--- src/rtl/lb_sched.sv ---
// Loopback scheduler: PCS RX decoded words -> elastic FIFO -> PCS TX encoder.
// Absorbs RX valid gaps and TX ready gaps with idle insertion/deletion, brings
// the link up from signal_ok and makes sure TX only sees whole frames or an
// explicit ERROR block.
module lb_sched #(
   parameter int IS_10G     = 1,
   parameter int DATA_W     = 64,
   parameter int KEEP_W     = 8,
   parameter int FIFO_DEPTH = 8,
   parameter int LOW_WM     = 2,
   parameter int HIGH_WM    = 6,
   parameter int LOCK_CNT   = 64,
   localparam int LANE0_CNT_N = (IS_10G != 0) ? 2 : 1
) (
   input  logic                   clk,
   input  logic                   nreset,
   input  logic                   rx_signal_ok_i,
   input  logic                   rx_valid_i,
   input  logic                   rx_ctrl_i,
   input  logic                   rx_idle_i,
   input  logic                   rx_term_i,
   input  logic                   rx_err_i,
   input  logic [LANE0_CNT_N-1:0] rx_start_i,
   input  logic [KEEP_W-1:0]      rx_keep_i,
   input  logic [DATA_W-1:0]      rx_data_i,
   input  logic                   tx_ready_i,
   output logic                   tx_ctrl_o,
   output logic                   tx_idle_o,
   output logic                   tx_term_o,
   output logic                   tx_err_o,
   output logic [LANE0_CNT_N-1:0] tx_start_o,
   output logic [KEEP_W-1:0]      tx_keep_o,
   output logic [DATA_W-1:0]      tx_data_o,
   output logic                   link_up_o,
   output logic                   ovf_o,
   output logic                   unf_o,
   input  logic                   clr_i
);

   localparam int PTR_W = $clog2(FIFO_DEPTH);
   localparam int LCK_W = $clog2(LOCK_CNT) + 1;
   localparam int WRD_W = 4 + LANE0_CNT_N + KEEP_W + DATA_W;

   localparam logic [PTR_W:0] CNT_LOW  = (PTR_W+1)'(LOW_WM);
   localparam logic [PTR_W:0] CNT_HIGH = (PTR_W+1)'(HIGH_WM);
   localparam logic [PTR_W:0] CNT_FULL = (PTR_W+1)'(FIFO_DEPTH);
   localparam logic [LCK_W-1:0] LOCK_LAST = LCK_W'(LOCK_CNT - 1);

   typedef struct packed {
      logic                   ctrl;
      logic                   idle;
      logic [LANE0_CNT_N-1:0] start;
      logic                   term;
      logic                   err;
      logic [KEEP_W-1:0]      keep;
      logic [DATA_W-1:0]      data;
   } word_t;

   localparam word_t W_IDLE = word_t'({2'b11, {(WRD_W-2){1'b0}}});
   localparam word_t W_ERR  = word_t'({2'b10, {LANE0_CNT_N{1'b0}}, 2'b01,
                                       {(KEEP_W+DATA_W){1'b0}}});

   typedef enum logic [1:0] {DOWN, WAIT, LOOP, ABORT} state_t;

   state_t            state, state_nxt;
   logic [LCK_W-1:0]  lock_cnt, lock_nxt;
   logic [PTR_W-1:0]  wr_ptr, rd_ptr;
   logic [PTR_W:0]    count;
   logic              in_frame, in_frame_nxt;
   word_t             mem [FIFO_DEPTH];
   word_t             tx_q, tx_nxt;
   word_t             rx_w, head;
   logic              droppable, in_loop, full;
   logic              push_try, push, pop, flush, abort_fire;
   logic              ovf_set, unf_set;

   assign rx_w = '{ctrl: rx_ctrl_i, idle: rx_idle_i, start: rx_start_i,
                   term: rx_term_i, err: rx_err_i, keep: rx_keep_i,
                   data: rx_data_i};
   assign head = mem[rd_ptr];

   // FIFO control: idle deletion, pop gating on watermark / in-frame, flags
   always_comb begin
      droppable  = rx_w.ctrl & rx_w.idle & ~(|rx_w.start) & ~rx_w.term & ~rx_w.err;
      in_loop    = (state == LOOP);
      full       = (count == CNT_FULL);
      abort_fire = (state == ABORT) & tx_ready_i;
      flush      = (state == DOWN) | abort_fire;
      push_try   = in_loop & rx_valid_i & ~(droppable & (count >= CNT_HIGH));
      pop        = in_loop & tx_ready_i & (count != '0) &
                   (in_frame | (count >= CNT_LOW));
      // a full FIFO still accepts a word when the head leaves this cycle
      push       = push_try & (~full | pop);
      ovf_set    = push_try & full & ~pop;
      unf_set    = in_loop & tx_ready_i & ~pop & in_frame;
   end

   // Frame tracking and next TX word (outputs only advance on ready cycles)
   always_comb begin
      in_frame_nxt = in_frame;
      tx_nxt       = tx_q;
      if (flush) begin
         in_frame_nxt = 1'b0;
      end else if (pop) begin
         // term wins over start so a single-word frame leaves in_frame clear
         if (head.term)
            in_frame_nxt = 1'b0;
         else if (|head.start)
            in_frame_nxt = 1'b1;
      end else if (unf_set) begin
         in_frame_nxt = 1'b0;
      end
      if (tx_ready_i) begin
         case (state)
            LOOP:    tx_nxt = pop ? head : (in_frame ? W_ERR : W_IDLE);
            ABORT:   tx_nxt = W_ERR;
            default: tx_nxt = W_IDLE;
         endcase
      end
   end

   // Link bring-up sequencing; the first ok cycle in DOWN already counts
   always_comb begin
      state_nxt = state;
      lock_nxt  = lock_cnt;
      case (state)
         DOWN: begin
            lock_nxt = '0;
            if (rx_signal_ok_i) begin
               state_nxt = WAIT;
               lock_nxt  = LCK_W'(1);
            end
         end
         WAIT: begin
            if (!rx_signal_ok_i) begin
               state_nxt = DOWN;
               lock_nxt  = '0;
            end else if (lock_cnt >= LOCK_LAST) begin
               state_nxt = LOOP;
            end else begin
               lock_nxt = lock_cnt + LCK_W'(1);
            end
         end
         LOOP: begin
            // decide on the post-pop frame state so a start leaving this
            // cycle is still closed by an ERROR, and a term leaving is not
            if (!rx_signal_ok_i)
               state_nxt = in_frame_nxt ? ABORT : DOWN;
         end
         ABORT: begin
            if (tx_ready_i)
               state_nxt = DOWN;
         end
         default: state_nxt = DOWN;
      endcase
   end

   // Control registers: FSM, lock counter, frame flag, TX word, sticky flags
   always_ff @(posedge clk or negedge nreset) begin
      if (!nreset) begin
         state    <= DOWN;
         lock_cnt <= '0;
         in_frame <= 1'b0;
         tx_q     <= W_IDLE;
         ovf_o    <= 1'b0;
         unf_o    <= 1'b0;
      end else begin
         state    <= state_nxt;
         lock_cnt <= lock_nxt;
         in_frame <= in_frame_nxt;
         tx_q     <= tx_nxt;
         ovf_o    <= ovf_set | (ovf_o & ~clr_i);
         unf_o    <= unf_set | (unf_o & ~clr_i);
      end
   end

   // FIFO pointers and occupancy
   always_ff @(posedge clk or negedge nreset) begin
      if (!nreset) begin
         wr_ptr <= '0;
         rd_ptr <= '0;
         count  <= '0;
      end else if (flush) begin
         wr_ptr <= '0;
         rd_ptr <= '0;
         count  <= '0;
      end else begin
         if (push) wr_ptr <= wr_ptr + PTR_W'(1);
         if (pop)  rd_ptr <= rd_ptr + PTR_W'(1);
         case ({push, pop})
            2'b10:   count <= count + (PTR_W+1)'(1);
            2'b01:   count <= count - (PTR_W+1)'(1);
            default: count <= count;
         endcase
      end
   end

   // FIFO storage, no reset needed: occupancy guards every read
   always_ff @(posedge clk) begin
      if (push) mem[wr_ptr] <= rx_w;
   end

   assign tx_ctrl_o  = tx_q.ctrl;
   assign tx_idle_o  = tx_q.idle;
   assign tx_start_o = tx_q.start;
   assign tx_term_o  = tx_q.term;
   assign tx_err_o   = tx_q.err;
   assign tx_keep_o  = tx_q.keep;
   assign tx_data_o  = tx_q.data;
   assign link_up_o  = (state == LOOP);

endmodule

--- config.mk ---
export PLATFORM = sky130hd
export DESIGN_NAME = lb_sched
export DESIGN_NICKNAME = d
export VERILOG_FILES = /design/src/rtl/lb_sched.sv
export SDC_FILE = /design/constraint.sdc
export NUM_CORES = 1
export LEC_CHECK = 0
export ABC_AREA = 1
export CAP_MARGIN = 25
export CORE_MARGIN = 10
export CORE_UTILIZATION = 59
export DETAILED_ROUTE_END_ITERATION = 16
export PLACE_DENSITY = 0.78
export RECOVER_POWER = 100
export SLEW_MARGIN = 15
export SYNTH_ARGS = -nofsm -noshare
export SYNTH_HDL_FRONTEND = slang
export SYNTH_SLANG_ARGS = --single-unit
export TNS_END_PERCENT = 100
--- constraint.sdc ---
create_clock -name clk -period 8.8 [get_ports clk]
set_input_delay 1.32 -clock clk [delete_from_list [all_inputs] [get_ports clk]]
set_output_delay 1.32 -clock clk [all_outputs]
set_load 0.01 [all_outputs]
==> impl_metrics.tcl <==
set metrics [dict create \
    layout-drive-gt1-share_pct 5.59 \
    antenna_found_initial 9 \
    synth_warnings 0 \
    numClockSinks 724 \
    p_leak_uw 0.0125 \
    grt_pass1_vias 18300 \
    routed_wirelength_um 66200 \
    drc 0 \
    cts_setup_buffers 0 \
    avgSynthCellArea_um2 12.4 \
    pwr_density_cell_nw_per_um2 228 \
    grt_first_pass_wirelength_um 103000 \
    fillers 3184 \
    crit_slowest_cell "clkbuf_1" \
    status "finished, violations left" \
    dp_hpwl_um 36700 \
    worstPathArrival_ps 6490 \
    syn_inst 2291 \
    num_vias 18300 \
    synth_ff_type "edfxtp_1" \
    fin_crit_sh_pct 67.5 \
    syn_area_um2 28400 \
    core-area_um2 47600 \
    path_class "reg -> reg" \
    clock_skew_ps 17.7 \
    slew_violations 697 \
    clockRootBuffer "clkbuf_16" \
    wire_per_inst_um 21.3 \
    gr-usage-all-layers_pct 23.0 \
    post-route-util_pct 69.0 \
    synthDistinctLibCells 39 \
    dr.pass1.iters 5 \
    numCtsBuffers 73 \
    crit_chain "clkbuf_1 > buf_4 > buf_16 > nor2_1 > o31ai_1 > o311ai_0 > nand2_1" \
    cp_max_fo 68 \
    slew_headroom_pct -137 \
    violations "max-capacitance violations, max-slew violations" \
    fmax_ghz 0.168 \
    synth-seq-cells 724 \
    peakVddDrop_v 0.000186 \
    startpoint_type "flop" \
    hold_path.class "reg -> reg" \
    clkLatencyLatePin_ps 610 \
    fin_cells 3103 \
    synth_fp_nets 2381 \
    detail-route-antenna-nets 0 \
    start_util_pct 59.6 \
    grt-ovfl-total 0 \
    cp.required_ps 9350 \
    die_w_um 239 \
    grt_max_degree 124 \
    power_uw 7500 \
    setup_violations 0 \
    port_buffers 164 \
    drv_cap 17 \
    dieArea_um2 57300 \
    synthAdderAreaFrac_pct 0.291 \
    cts_tree "built" \
    via_per_inst 5.90 \
    worstMarginPinSlew_ps 3550 \
    layout_common_cells "edfxtp_1 (624), nand2_1 (613), nor2_1 (310)" \
    yosys.area_share.simple_pct 14.7 \
    synthArstFlopShare_pct 13.8 \
    globalplace.congestion 0.793 \
    rows 80 \
    tns_ps 0 \
    hold_buffers 0 \
    cts-resized-gates 0 \
    io_pins 165 \
    min_period_ps 5940 \
    first_iter_violations 1942 \
    final_common_cell "edfxtp_1" \
    die_h_um 239 \
    clockBufferDepth 3 \
    hold_viol 0 \
    synth_xor_area_share_pct 0.0617 \
    clk_pin_slew_ps 60 \
    rsz0062_at_grt "false" \
    ys_seq_area_share_pct 74.8 \
    cts.htree.levels 3 \
    synth_mux_area_share_pct 0 \
    dp_cells 2959 \
    critPathMaxStageDelay_ps 2430 \
    nets 2515 \
    end_kind "flop" \
    synth_top_family_by_area "simple AND/OR/NAND/NOR gates" \
    area_delta_synth_final_pct 15.8 \
    synth_edf_count 624 \
    synth_compound_area_share_pct 7.44 \
]
-- per-stage QoR --
| stage | setup slack [ps] | cell area (um2) | hold slack [ps] |
|---|---|---|---|
| 3_5_place_dp | 3960 | 30500 | 465 |
| 2_1_floorplan | 1020 | 28400 | 473 |
| 3_3_place_gp | 4040 | 30500 | 462 |
| 4_1_cts | 4600 | 32900 | 480 |
| 6_report | 2860 | 32900 | 469 |
| 5_1_grt | 2540 | 32900 | 486 |
-- final cells by class --
type / count / area [um2] / area share, %
diodes: 3 / 7.51 / 0.0228
clock buffers: 97 / 1950 / 5.92
clock inverters: 38 / 407 / 1.24
inverters: 45 / 186 / 0.567
multi-input cells: 1386 / 6370 / 19.4
flip-flops and latches: 724 / 21200 / 64.6
well taps: 615 / 769 / 2.34
repair buffers: 195 / 1950 / 5.92
-- where the power goes --
part / leakage (uW) / switching, uW / internal [uW]
clock: 0.00114 / 1270 / 1780
combinational: 0.00434 / 377 / 172
sequential: 0.00700 / 47.3 / 3860
-- sequential cells by signal, summed over array words and instances, names as in the netlist, 2 cells and up --
register / flops
count: 4
lock_cnt: 7
mem: 624
rd_ptr: 3
state: 2
tx_data_o: 64
tx_keep_o: 8
tx_start_o: 2
wr_ptr: 3
-- synth_stat cells, types with 3 or more instances --
cell type	instances	area [um2]
o211ai_1	4	30.0
a21oi_1	157	786
o311ai_0	64	561
inv_1	38	143
ha_1	5	62.6
inv_2	5	18.8
o21ai_0	14	70.1
buf_1	19	71.3
nor3_1	77	385
nor2_4	3	33.8
nand2_2	4	25.0
o31ai_1	72	541
nor2_1	310	1160
buf_4	3	22.5
dfrtp_1	98	2450
clkbuf_1	73	274
buf_2	39	195
nand2_1	610	2290
o311ai_1	8	70.1
nand3_1	36	180
or2_2	4	25.0
edfxtp_1	624	18700
nand4_1	3	18.8
-- metal layers --
metal,routed length [um],global-route usage (%)
met1,25400,29.0
met2,34200,39.4
met3,5030,3.91
met4,1570,8.37
met5,20,0
-- path summary, 6_finish.rpt --
| kind | endpoint | start | slack, ps | cells past startpoint |
|---|---|---|---|---|
| worst min register to register | tx_data_o[36] | tx_data_o[36] | 470 | 2 |
| worst max-delay path | tx_data_o[6] | rd_ptr[0] | 2860 | 7 |
| min in group asynchronous | tx_data_o[25] | nreset | 1380 | 1 |
| worst min-delay path | tx_data_o[36] | tx_data_o[36] | 470 | 2 |
| worst max register to register | tx_data_o[6] | rd_ptr[0] | 2860 | 7 |
| max in group asynchronous | tx_data_o[62] | nreset | 4800 | 2 |
-- cells by family after synthesis --
group / Yosys count
AND/OR/NAND/NOR: 1053
flip-flops: 724
AO/OA/AOI/OAI: 325
XOR/XNOR: 2
buffers and inverters: 181
adder cells (fa/ha/maj): 6
-- worst max-delay path: cells and delay by family, from the launching register on --
kind                   cells  cell delay [ps]
AOI/OAI and AO/OA          2              650
and+or+nand+nor            2              210
buffers and inverters      3             3600
DFF                        1             1370
No activity file was read; power rests on OpenSTA's default activity.
